--- config.mk ---
export PLATFORM = sky130hd
export DESIGN_NAME = lane_hit_scorer
export DESIGN_NICKNAME = d
export VERILOG_FILES = /design/src/rtl/lane_hit_scorer.sv
export SDC_FILE = /design/constraint.sdc
export NUM_CORES = 1
export LEC_CHECK = 0
export ABC_CLOCK_PERIOD_IN_PS = 9730
export BUFFER_PORTS_ARGS = -buffer_cell sky130_fd_sc_hd__buf_2
export CORE_MARGIN = 2
export CORE_UTILIZATION = 59
export CTS_BUF_LIST = sky130_fd_sc_hd__clkbuf_8
export CTS_CLUSTER_SIZE = 30
export DETAILED_ROUTE_END_ITERATION = 12
export PLACE_DENSITY = 0.82
export RECOVER_POWER = 50
export SKIP_LAST_GASP = 1
export SLEW_MARGIN = 10
export SYNTH_ARGS = -nofsm -noshare
export SYNTH_HDL_FRONTEND = slang
export SYNTH_SLANG_ARGS = --single-unit
export TNS_END_PERCENT = 50
--- constraint.sdc ---
create_clock -name Clock -period 9.73 [get_ports Clock]
set_clock_uncertainty 0.2 [all_clocks]
set_input_delay 1.946 -clock Clock [delete_from_list [all_inputs] [get_ports Clock]]
set_output_delay 1.946 -clock Clock [all_outputs]
set_load 0.05 [all_outputs]
--- src/rtl/lane_hit_scorer.sv ---
// Multi-lane hit judge: grades button edges against one-hot note positions,
// charges pass-misses in harder mode, and keeps a saturating score and combo.
module lane_hit_scorer #(
    parameter int unsigned LANES       = 4,
    parameter int unsigned COLS        = 5,
    parameter int unsigned SCORE_W     = 10,
    parameter int unsigned COMBO_W     = 4,
    parameter int unsigned PERFECT_PTS = 2,
    parameter int unsigned GOOD_PTS    = 1,
    parameter int unsigned MISS_PEN    = 2,
    parameter int unsigned BONUS_AT    = 4
) (
    input  logic                     Clock,
    input  logic                     Reset,
    input  logic [LANES-1:0]         press_i,
    input  logic [LANES*COLS-1:0]    column_i,
    input  logic                     harder_i,
    input  logic                     stop_i,
    output logic [2*LANES-1:0]       judge_o,
    output logic [SCORE_W-1:0]       score_o,
    output logic [COMBO_W-1:0]       combo_o
);

    localparam int unsigned CT = COLS / 2;
    localparam int unsigned SW = SCORE_W + 4;
    localparam int unsigned CW = COMBO_W + 4;

    localparam logic [SW-1:0]      PerfectPts = SW'(PERFECT_PTS);
    localparam logic [SW-1:0]      GoodPts    = SW'(GOOD_PTS);
    localparam logic [SW-1:0]      MissPen    = SW'(MISS_PEN);
    localparam logic [SW-1:0]      ScoreMax   = SW'({SCORE_W{1'b1}});
    localparam logic [CW-1:0]      ComboMax   = CW'({COMBO_W{1'b1}});
    localparam logic [COMBO_W-1:0] BonusAt    = COMBO_W'(BONUS_AT);

    typedef enum logic [1:0] {
        GrNone    = 2'b00,
        GrGood    = 2'b01,
        GrPerfect = 2'b10,
        GrMiss    = 2'b11
    } grade_e;

    logic [LANES-1:0]      press_q, hit_done_q, hit_done_d, edge_w;
    logic [LANES*COLS-1:0] col_q;
    logic [2*LANES-1:0]    judge_q, judge_d;
    logic [SCORE_W-1:0]    score_q, score_d;
    logic [COMBO_W-1:0]    combo_q, combo_d;
    logic [SW-1:0]         gain, loss, bonus, sum;
    logic [CW-1:0]         n_hits, combo_sum;
    logic                  any_miss;
    logic [COLS-1:0]       lane_col, prev_col;
    grade_e                grade;

    always_comb begin
        // stop discards edges outright; press_q still follows press below
        edge_w     = press_i & ~press_q & {LANES{~stop_i}};
        hit_done_d = hit_done_q;
        judge_d    = '0;
        gain       = '0;
        loss       = '0;
        n_hits     = '0;
        any_miss   = 1'b0;
        lane_col   = '0;
        prev_col   = '0;
        grade      = GrNone;
        bonus      = (combo_q >= BonusAt) ? SW'(1) : '0;

        for (int i = 0; i < LANES; i++) begin
            lane_col = column_i[i*COLS +: COLS];
            prev_col = col_q[i*COLS +: COLS];
            grade    = GrNone;
            if (edge_w[i]) begin
                if (hit_done_q[i]) begin
                    grade = GrMiss;
                end else if (lane_col[CT]) begin
                    grade = GrPerfect;
                end else if (lane_col[CT-1] || lane_col[CT+1]) begin
                    grade = GrGood;
                end else begin
                    grade = GrMiss;
                end
            end else if (!stop_i && harder_i && !hit_done_q[i] &&
                         prev_col != '0 && lane_col == '0) begin
                grade = GrMiss;
            end

            unique case (grade)
                GrPerfect: begin
                    gain   = gain + PerfectPts + bonus;
                    n_hits = n_hits + CW'(1);
                end
                GrGood: begin
                    gain   = gain + GoodPts + bonus;
                    n_hits = n_hits + CW'(1);
                end
                GrMiss: begin
                    loss     = loss + MissPen;
                    any_miss = 1'b1;
                end
                default: ;
            endcase

            judge_d[2*i +: 2] = grade;
            if (lane_col == '0) begin
                hit_done_d[i] = 1'b0;
            end else if (grade == GrPerfect || grade == GrGood) begin
                hit_done_d[i] = 1'b1;
            end
        end

        // Wrapped-negative shows up as the top bit of the widened sum
        sum = SW'(score_q) + gain - loss;
        if (sum[SW-1]) begin
            score_d = '0;
        end else if (sum > ScoreMax) begin
            score_d = '1;
        end else begin
            score_d = sum[SCORE_W-1:0];
        end

        combo_sum = CW'(combo_q) + n_hits;
        if (any_miss) begin
            combo_d = '0;
        end else if (combo_sum > ComboMax) begin
            combo_d = '1;
        end else begin
            combo_d = combo_sum[COMBO_W-1:0];
        end
    end

    always_ff @(posedge Clock) begin
        if (Reset) begin
            press_q    <= '0;
            col_q      <= '0;
            hit_done_q <= '0;
            judge_q    <= '0;
            score_q    <= '0;
            combo_q    <= '0;
        end else begin
            press_q    <= press_i;
            col_q      <= column_i;
            hit_done_q <= hit_done_d;
            judge_q    <= judge_d;
            score_q    <= score_d;
            combo_q    <= combo_d;
        end
    end

    assign judge_o = judge_q;
    assign score_o = score_q;
    assign combo_o = combo_q;

endmodule

---- Word level (Yosys, flattened, before mapping) ----
Index checks and enable logic that the tools add are counted.
storage, ports and cells
  register bits ........................... 50
  bits of input ports ..................... 28
  output and inout bits ................... 22
  word-level logic and storage cells ...... 134
operators by class
  add/sub/neg operators ................... 23
  magnitude comparators ................... 3
  eq/ne operators ......................... 12
  mux-type cells .......................... 39
  bitwise gates (word level) .............. 4
  reductions and logical operators ........ 44
operator list
  kind                     number
  $add A14 B1 Y14          6
  $add A14 B2 Y14 const B  6
  $pmux W14 S2             3
  $add A14 B1 Y14 const B  3
  $mux W14                 3
  $mux W2                  21
  $add A8 B1 Y8 const B    3
  $mux W8                  3
  $logic_not A5 Y1         4
  $reduce_bool A5 Y1       4
  $reduce_or A2 Y1         10
  $eq A2 B2 Y1 const B     8
  $add A10 B14 Y14         1
  $gt A14 B10 Y1 const B   1
  $sub A14 B14 Y14         1
  $logic_and A1 B1 Y1      13
  $mux W10                 1
  $add A4 B8 Y8            1
  $and A4 B4 Y4            2
  $eq A2 B1 Y1 const B     4
  $gt A8 B4 Y1 const B     1
  $logic_or A1 B1 Y1       8
  $mux W1                  6
  $pmux W3 S2              1
  other kinds (7)          11

---- Logic depth before layout (Yosys ltp) ----
Gate-level depths: netlist of the first run.
  depth after elaboration ................. 22
  depth in mapped cells ................... 35
  mapped depth without buffers ............ 33

---- Least setup slack after synthesis of the first run ----
OpenSTA, ideal clock, no wires.
  kind .................................... input -> register
  from .................................... input column_i[1]
  to ...................................... register score_q[2] (netlist: score_o[2])
  library setup time ...................... 135 ps
  arrival time ............................ 7279 ps
  data required time ...................... 9395 ps
  path slack .............................. 2116 ps
  stages on the path ...................... 28
  buffers on the path ..................... 1
  cell sequence ........................... nor2_1 > nor4b_1 > nand4b_1 > a21oi_1 > o21ai_0 > ha_1 > inv_1 > nand2_1 > or4b_4 > and3_4 > ha_1 > o211ai_1 > a21boi_4 > inv_1 > ha_1 > nand2b_1 > a21oi_1 > nor2_1 > a21oi_1 > fa_1 > ha_1 > o211ai_1 > nand2_1 > a41oi_1 > o21a_1 > a21o_1 > clkbuf_1 > a21oi_1
between the ends
  longest elaborated chain between the ends .. 20
  elaborated cells between the ends (all ways) .. 39
  classes of those cells .................. 17 x add/sub; 1 x order compare; 3 x eq/ne; 14 x mux; 4 x reduce/logical
ends and longest elaborated chain
  element                                             line    RTL
  start: declaration                                  16      input logic [LANES*COLS-1:0] column_i,
  $logic_or A1 B1 Y1                                  76      end else if (lane_col[CT-1] || lane_col[CT+1]) begin
  $mux W2                                             76
  $mux W2                                             74      end else if (lane_col[CT]) begin
  $mux W2                                             72      if (hit_done_q[i]) begin
  $mux W2 (*)                                         71      if (edge_w[i]) begin
  $eq A2 B1 Y1 or $eq A2 B2 Y1 (tied branches)        86      unique case (grade)
  $pmux W3 S2                                         86
  $add A14 B1 Y14 or $add A14 B2 Y14 (tied branches)  92, 88
  (+4 left out)                                       n/a
  $pmux W14 S2                                        86
  $add A14 B1 Y14 or $add A14 B2 Y14 (tied branches)  92, 88
  $add A14 B1 Y14, on equally long branches           92, 88
  $pmux W14 S2                                        86
  $add A10 B14 Y14                                    111     sum = SW'(score_q) + gain - loss;
  $sub A14 B14 Y14 (*)                                111
  $gt A14 B10 Y1                                      114     end else if (sum > ScoreMax) begin
  $mux W10                                            114
  end signal: assignment                              143     score_q <= score_d;
  end: declaration                                    45      logic [SCORE_W-1:0] score_q, score_d;
Every way passes the cells marked *; elsewhere a longest branch is shown, timed or not.
A chain may end at the register's enable or synchronous reset.

---- Final worst setup path of the first run ----
  from .................................... input column_i[1]
  to ...................................... register score_q[0] (netlist: score_o[0])
Same word-level chain as after synthesis.

==> results.sh, run 1 <==
export IMPL_clkSlewWorstSetupHoldPaths_ns=0.09
export IMPL_holdPathEnd="hit_done_q[3]$_SDFFE_PP0N_"
export IMPL_syn_instance_count=379
export IMPL_syn_avg_cell_area_um2=8.719
export IMPL_placed_area_um2=3601
export IMPL_min_from="hit_done_q[3]$_SDFFE_PP0N_"
export IMPL_wl_per_cell_um=13.38
export IMPL_core_um2=5473
export IMPL_fillers=490
export IMPL_min_path_cells=2
export IMPL_cpMaxStageDelayCell="or4b_4"
export IMPL_switching_share_pct=45.72
export IMPL_grt_max_degree=39
export IMPL_dpl_hpwl_um=5228
export IMPL_cts_sinks=50
export IMPL_worstSkewPairLatency_ns=0.30
export IMPL_first_pass_iters=4
export IMPL_area_delta_synth_final_pct=11.89
export IMPL_crit_type="primary input to flip-flop"
export IMPL_setup_tns_ns=0
export IMPL_synth_seq_area_share_pct=30.29
export IMPL_h_tree_depth=2
export IMPL_r2r_cells=26
export IMPL_place_ws_ns=1.168
export IMPL_grt_usage_pct=22.02
export IMPL_p_clk_share_pct=15.0
export IMPL_cp_arrival_ns=8.34
export IMPL_cts_tree="done"
export IMPL_grt_pass1_wl_um=11060
export IMPL_power_switching_uw=446.2
export IMPL_ys_ff_latch=50
export IMPL_worstReg2RegEnd="score_o[0]$_SDFF_PP0_"
export IMPL_critPathTopFamily="compound AO/OA/AOI/OAI gates"
export IMPL_wl_um=6692
export IMPL_num_vias=2776
export IMPL_overflow=0
export IMPL_cts_resized=0
export IMPL_syn_cell_area_um2=3304
export IMPL_slew_headroom_pct=-4.501
export IMPL_yosys_warnings=0
export IMPL_drv_slew=39
export IMPL_critPathMostFrequentCell="a21oi_1"
export IMPL_utilization_pct=67.56
export IMPL_cts_buffers=5
export IMPL_post_cts_buffers=0
export IMPL_fin_cells=500
export IMPL_end_kind="flip-flop"
export IMPL_cp_max_fo=10
export IMPL_clock_tree_root_cell="clkbuf_8"
export IMPL_powerDensity_nw_per_um2=264.0
export IMPL_chipHeight_um=78.84
export IMPL_cp_data_required_time_ns=9.71
export IMPL_r2r_slack_ns=2.90
export IMPL_layout_drive_gt1_share_pct=13.55
export IMPL_final_area_um2=3697
export IMPL_outcome="complete, but fails checks"
export IMPL_tightest_slew_ns=1.568
export IMPL_setup_viol=0
export IMPL_period_share_pct=85.94
export IMPL_dieArea_um2=6215
export IMPL_postRouteAntennaNets=0
export IMPL_async_reset_ff_share_pct=0
export IMPL_placedCellCount=492
export IMPL_violations="capacitance limit, slew limit"
export IMPL_seqPwrFrac_pct=27.3
export IMPL_grt_pass1_vias=2589
export IMPL_drv_cap=1
export IMPL_io_pins=50
export IMPL_fin_crit_ns=8.362
export IMPL_rsz0062_at_grt="false"
export IMPL_hold_buffers=0
export IMPL_cpPeakStageDelay_ns=0.49
export IMPL_leakage_nw=1.813
export IMPL_die_width_um=78.84
export IMPL_synth_main_ff_cell="dfxtp_1"
export IMPL_diodes=0
export IMPL_clock_fmax_mhz=119.6
export IMPL_hold_viol_final=0
export IMPL_nNetsFinal=503
export IMPL_rows=27
export IMPL_cp_num_buf_inv=3
export IMPL_synth_edff_count=0
export IMPL_viasPerCell=5.552
export IMPL_portBuffers=49
export IMPL_synth_distinct_cells=54
export IMPL_post_route_drc_count=0
export IMPL_start_util_pct=60.38
export IMPL_r2r_start="press_q[0]$_SDFF_PP0_"
export IMPL_internal_power_uw=529.7
export IMPL_p_comb_share_pct=57.7
export IMPL_gp_congestion=0.8740
export IMPL_startpoint_type="primary input"
export IMPL_setup_slack_ns=1.368
export IMPL_vdd_drop_max_mv=0.2308
export IMPL_cts_buffer_depth=2
export IMPL_first_iter_violations=123
export IMPL_hold_class="flip-flop to flip-flop"
export IMPL_antenna_found_initial=0
kinds of logic (layout without fill, tap and decap cells):
kind of cell	count (synthesis)	in the layout	share of synthesized area, %
other cells	1	2	0.1135
xor+xnor	18	18	4.998
buf+inv	53	101	6.361
flops	50	50	30.29
simple gates	118	118	19.69
mux	8	8	2.461
compound gates	83	83	16.77
fa+ha+maj	48	48	19.31
metal layers:
| layer | share of wire, % | global-route usage, % |
|---|---|---|
| met2 | 50 | 39.57 |
| met1 | 44 | 26.90 |
| met3 | 4.4 | 3.750 |
| met4 | 1.8 | 6.724 |
| met5 | 0 | 0 |
state kept, by name, indices dropped and copies added (netlist names):
| register | flops |
|---|---|
| combo_o | 4 |
| hit_done_q | 4 |
| score_o | 10 |
| col_q | 20 |
| press_q | 4 |
| judge_o | 8 |
cells in the final DEF (no fill, tap or decap), types with 2 or more instances in the layout:
| master | synthesis | routed |
|---|---|---|
| inv_1 | 42 | 42 |
| o211ai_1 | 3 | 3 |
| nor4b_1 | 6 | 6 |
| nand2_1 | 16 | 16 |
| nand3_1 | 3 | 3 |
| a21oi_1 | 35 | 35 |
| a211oi_1 | 2 | 2 |
| ha_1 | 43 | 43 |
| mux2i_1 | 7 | 7 |
| dfxtp_1 | 50 | 50 |
| or4_1 | 2 | 2 |
| nor2_1 | 34 | 34 |
| clkbuf_8 | 0 | 5 |
| o21a_1 | 2 | 2 |
| a21o_1 | 10 | 10 |
| conb_1 | 1 | 2 |
| o21ai_0 | 11 | 11 |
| nand2b_1 | 11 | 11 |
| xor2_1 | 7 | 7 |
| and3_1 | 2 | 2 |
| o2111ai_1 | 3 | 3 |
| fa_1 | 5 | 5 |
| clkbuf_1 | 7 | 13 |
| nor3_1 | 7 | 7 |
| nand4b_1 | 2 | 2 |
| xnor2_1 | 10 | 10 |
| or3_1 | 5 | 5 |
| a221oi_1 | 2 | 2 |
| o211a_1 | 2 | 2 |
| buf_2 | 1 | 36 |
| nor2b_1 | 22 | 22 |
| o31ai_1 | 3 | 3 |
synth_stat cells, types with 2 or more instances:
cell type / count / area (um2)
o2111ai_1: 3 / 26.28
xnor2_1: 10 / 87.58
nand2_1: 16 / 60.06
nor3_1: 7 / 35.03
xor2_1: 7 / 61.31
nand4b_1: 2 / 17.52
nand2b_1: 11 / 68.82
fa_1: 5 / 100.1
a211oi_1: 2 / 15.01
nor2_1: 34 / 127.6
o211ai_1: 3 / 22.52
o31ai_1: 3 / 22.52
o211a_1: 2 / 20.02
a21o_1: 10 / 75.07
or3_1: 5 / 31.28
clkbuf_1: 7 / 26.28
dfxtp_1: 50 / 1001
ha_1: 43 / 538.0
o21a_1: 2 / 15.01
or4_1: 2 / 15.01
nor2b_1: 22 / 137.6
inv_1: 42 / 157.7
a21oi_1: 35 / 175.2
nand3_1: 3 / 15.01
and3_1: 2 / 12.51
nor4b_1: 6 / 52.55
mux2i_1: 7 / 70.07
a221oi_1: 2 / 17.52
o21ai_0: 11 / 55.05
how the worst max path moves through the flow:
stage	startpoint	end	slack [ns]	cells past startpoint
3_5_place_dp	column_i[1]	score_o[0]$_SDFF_PP0_	1.17	28
5_1_grt	column_i[1]	score_o[9]$_SDFF_PP0_	0.90	28
2_1_floorplan	column_i[1]	score_o[2]$_SDFF_PP0_	2.12	28
4_1_cts	column_i[1]	score_o[0]$_SDFF_PP0_	1.42	28
6_report	column_i[1]	score_o[0]$_SDFF_PP0_	1.37	28
3_3_place_gp	column_i[1]	score_o[1]$_SDFF_PP0_	1.28	28
metrics by stage:
stage | power [mW] | hold WS (ns)
after floorplan | 0.7215 | 0.2507
after global routing | 1.054 | 0.3326
after detailed placement | 0.8299 | 0.2782
final | 0.9759 | 0.2874
after global placement | 0.8142 | 0.2694
after CTS | 0.9822 | 0.2917
tightest hold or removal path, cell delays in order, from the launching register on:
cell and delay [ns]:
dfxtp_1 0.31, inv_1 0.07, a211oi_1 0.06
cell type report:
class                           count  area (um2)  area share, %
Clock buffer                        5       68.82          1.861
Clock inverter                      3       43.79          1.184
Inverter                           44       167.7          4.535
Multi-Input combinational cell    277        2097          56.72
Sequential cell                    50        1001          27.07
Tap cell                           72       90.09          2.437
Timing Repair Buffer               49       229.0          6.193
power by group through the flow:
stage / clock, mW / combinational (mW) / sequential, mW
finish: 0.146 / 0.563 / 0.267
floorplan: 0 / 0.366 / 0.355
global placement: 0 / 0.543 / 0.271
CTS: 0.151 / 0.565 / 0.267
detailed placement: 0 / 0.558 / 0.272
global route: 0.160 / 0.622 / 0.271
Note: power is estimated with default switching activity, not from simulation.
==> run 2: changes to the inputs <==
--- a/config.mk
+++ b/config.mk
@@ -12,10 +12,9 @@
 export CTS_BUF_LIST = sky130_fd_sc_hd__clkbuf_8
 export CTS_CLUSTER_SIZE = 30
 export DETAILED_ROUTE_END_ITERATION = 12
-export PLACE_DENSITY = 0.82
+export PLACE_DENSITY = 0.94
 export RECOVER_POWER = 50
 export SKIP_LAST_GASP = 1
-export SLEW_MARGIN = 10
 export SYNTH_ARGS = -nofsm -noshare
 export SYNTH_HDL_FRONTEND = slang
 export SYNTH_SLANG_ARGS = --single-unit
==> results.sh, run 2 (same netlist as run 1, synthesis figures left out) <==
export IMPL_violations="capacitance limit, slew limit"
export IMPL_drv_slew=39
export IMPL_io_pins=50
export IMPL_fillers=450
export IMPL_period_share_pct=83.54
export IMPL_cts_sinks=50
export IMPL_slew_headroom_pct=-7.098
export IMPL_first_pass_iters=5
export IMPL_start_util_pct=60.38
export IMPL_utilization_pct=67.22
export IMPL_setup_slack_ns=1.601
export IMPL_post_route_drc_count=0
export IMPL_powerDensity_nw_per_um2=260.9
export IMPL_wl_um=6929
export IMPL_gp_congestion=0.9305
export IMPL_dpl_hpwl_um=5256
export IMPL_critPathMostFrequentCell="a21oi_1"
export IMPL_internal_power_uw=504.6
export IMPL_setup_tns_ns=0
export IMPL_viasPerCell=5.592
export IMPL_drv_cap=1
export IMPL_antenna_found_initial=0
export IMPL_diodes=0
export IMPL_overflow=0
export IMPL_rows=27
export IMPL_chipHeight_um=78.84
export IMPL_p_clk_share_pct=13.2
export IMPL_num_vias=2796
export IMPL_cp_max_fo=10
export IMPL_cpMaxStageDelayCell="or4b_4"
export IMPL_hold_class="flip-flop to flip-flop"
export IMPL_cpPeakStageDelay_ns=0.49
export IMPL_first_iter_violations=115
export IMPL_core_um2=5473
export IMPL_power_switching_uw=455.1
export IMPL_place_ws_ns=1.393
export IMPL_top_register="col_q"
export IMPL_startpoint_type="primary input"
export IMPL_largest_reg_flops=20
export IMPL_postRouteAntennaNets=0
export IMPL_rsz0062_at_grt="false"
export IMPL_clock_fmax_mhz=123.0
export IMPL_layout_drive_gt1_share_pct=13.79
export IMPL_grt_pass1_wl_um=11610
export IMPL_nNetsFinal=503
export IMPL_portBuffers=49
export IMPL_h_tree_depth=2
export IMPL_area_delta_synth_final_pct=11.32
export IMPL_cp_arrival_ns=8.10
export IMPL_leakage_nw=1.799
export IMPL_tightest_slew_ns=1.606
export IMPL_post_cts_buffers=0
export IMPL_switching_share_pct=47.42
export IMPL_setup_viol=0
export IMPL_clock_tree_root_cell="clkbuf_8"
export IMPL_crit_type="primary input to flip-flop"
export IMPL_cts_buffers=5
export IMPL_grt_pass1_vias=2676
export IMPL_wl_per_cell_um=13.86
export IMPL_seqPwrFrac_pct=27.7
export IMPL_grt_usage_pct=22.83
export IMPL_critPathTopFamily="compound AO/OA/AOI/OAI gates"
export IMPL_cp_data_required_time_ns=9.70
export IMPL_cp_num_buf_inv=3
export IMPL_end_kind="flip-flop"
export IMPL_outcome="complete, but fails checks"
export IMPL_cts_resized=0
export IMPL_hold_buffers=0
export IMPL_cts_tree="done"
export IMPL_grt_max_degree=39
export IMPL_final_common_cell="dfxtp_1"
export IMPL_layout_common_cells="dfxtp_1 (50), ha_1 (43), inv_1 (42), buf_2 (37), a21oi_1 (35)"
export IMPL_vdd_drop_max_mv=0.3024
export IMPL_fin_cells=500
export IMPL_worstSkewPairLatency_ns=0.31
export IMPL_p_comb_share_pct=59.0
export IMPL_dieArea_um2=6215
export IMPL_cts_buffer_depth=2
export IMPL_fin_crit_ns=8.129
export IMPL_die_width_um=78.84
export IMPL_clkSlewWorstSetupHoldPaths_ns=0.09
export IMPL_placedCellCount=492
export IMPL_hold_viol_final=0
-- run 2: per-stage QoR --
| stage | power (mW) | cell area (um2) | hold WS, ns |
|---|---|---|---|
| 2_1_floorplan | 0.7215 | 3308 | 0.2507 |
| 3_3_place_gp | 0.8093 | 3601 | 0.2636 |
| 3_5_place_dp | 0.8307 | 3601 | 0.2743 |
| 4_1_cts | 0.9615 | 3694 | 0.2912 |
| 5_1_grt | 1.035 | 3679 | 0.3417 |
| 6_report | 0.9597 | 3679 | 0.2903 |
-- run 2: per-layer routing --
metal / wire, um / vias to the layer above / share of wire, % / track usage, %
met4: 162 / 0 / 2.3 / 8.103
met5: 0 / - / 0 / 0
met3: 347 / 21 / 5.0 / 3.977
li1: - / 1385 / - / -
met1: 3005 / 1297 / 43 / 27.81
met2: 3413 / 93 / 49 / 40.51
-- run 2: worst paths after layout --
kind,start,endpoint,slack [ns],cells past startpoint
max,column_i[1],score_o[3]$_SDFF_PP0_,1.60,28
min,hit_done_q[3]$_SDFFE_PP0N_,hit_done_q[3]$_SDFFE_PP0N_,0.29,2
max reg2reg,press_q[0]$_SDFF_PP0_,score_o[3]$_SDFF_PP0_,2.98,26
min reg2reg,hit_done_q[3]$_SDFFE_PP0N_,hit_done_q[3]$_SDFFE_PP0N_,0.29,2
-- run 2: tightest hold or removal path, cell delays in order, from the launching register on --
cell and delay (ns):
dfxtp_1 0.32, inv_1 0.06, a211oi_1 0.06
-- run 2: area by class of cell --
type	count	area, um2	area share, %
clock inverters	3	23.77	0.6463
clock buffers	5	68.82	1.871
flip-flops and latches	50	1001	27.21
multi-input cells	277	2097	57.01
well taps	72	90.09	2.449
repair buffers	49	230.2	6.259
inverters	44	167.7	4.558
-- run 2: power groups by stage --
stage | registers [mW] | clock network, mW | logic, mW
2_1_floorplan | 0.355 | 0 | 0.366
4_1_cts | 0.266 | 0.129 | 0.566
6_report | 0.266 | 0.127 | 0.567
5_1_grt | 0.270 | 0.137 | 0.628
3_3_place_gp | 0.270 | 0 | 0.540
3_5_place_dp | 0.271 | 0 | 0.560
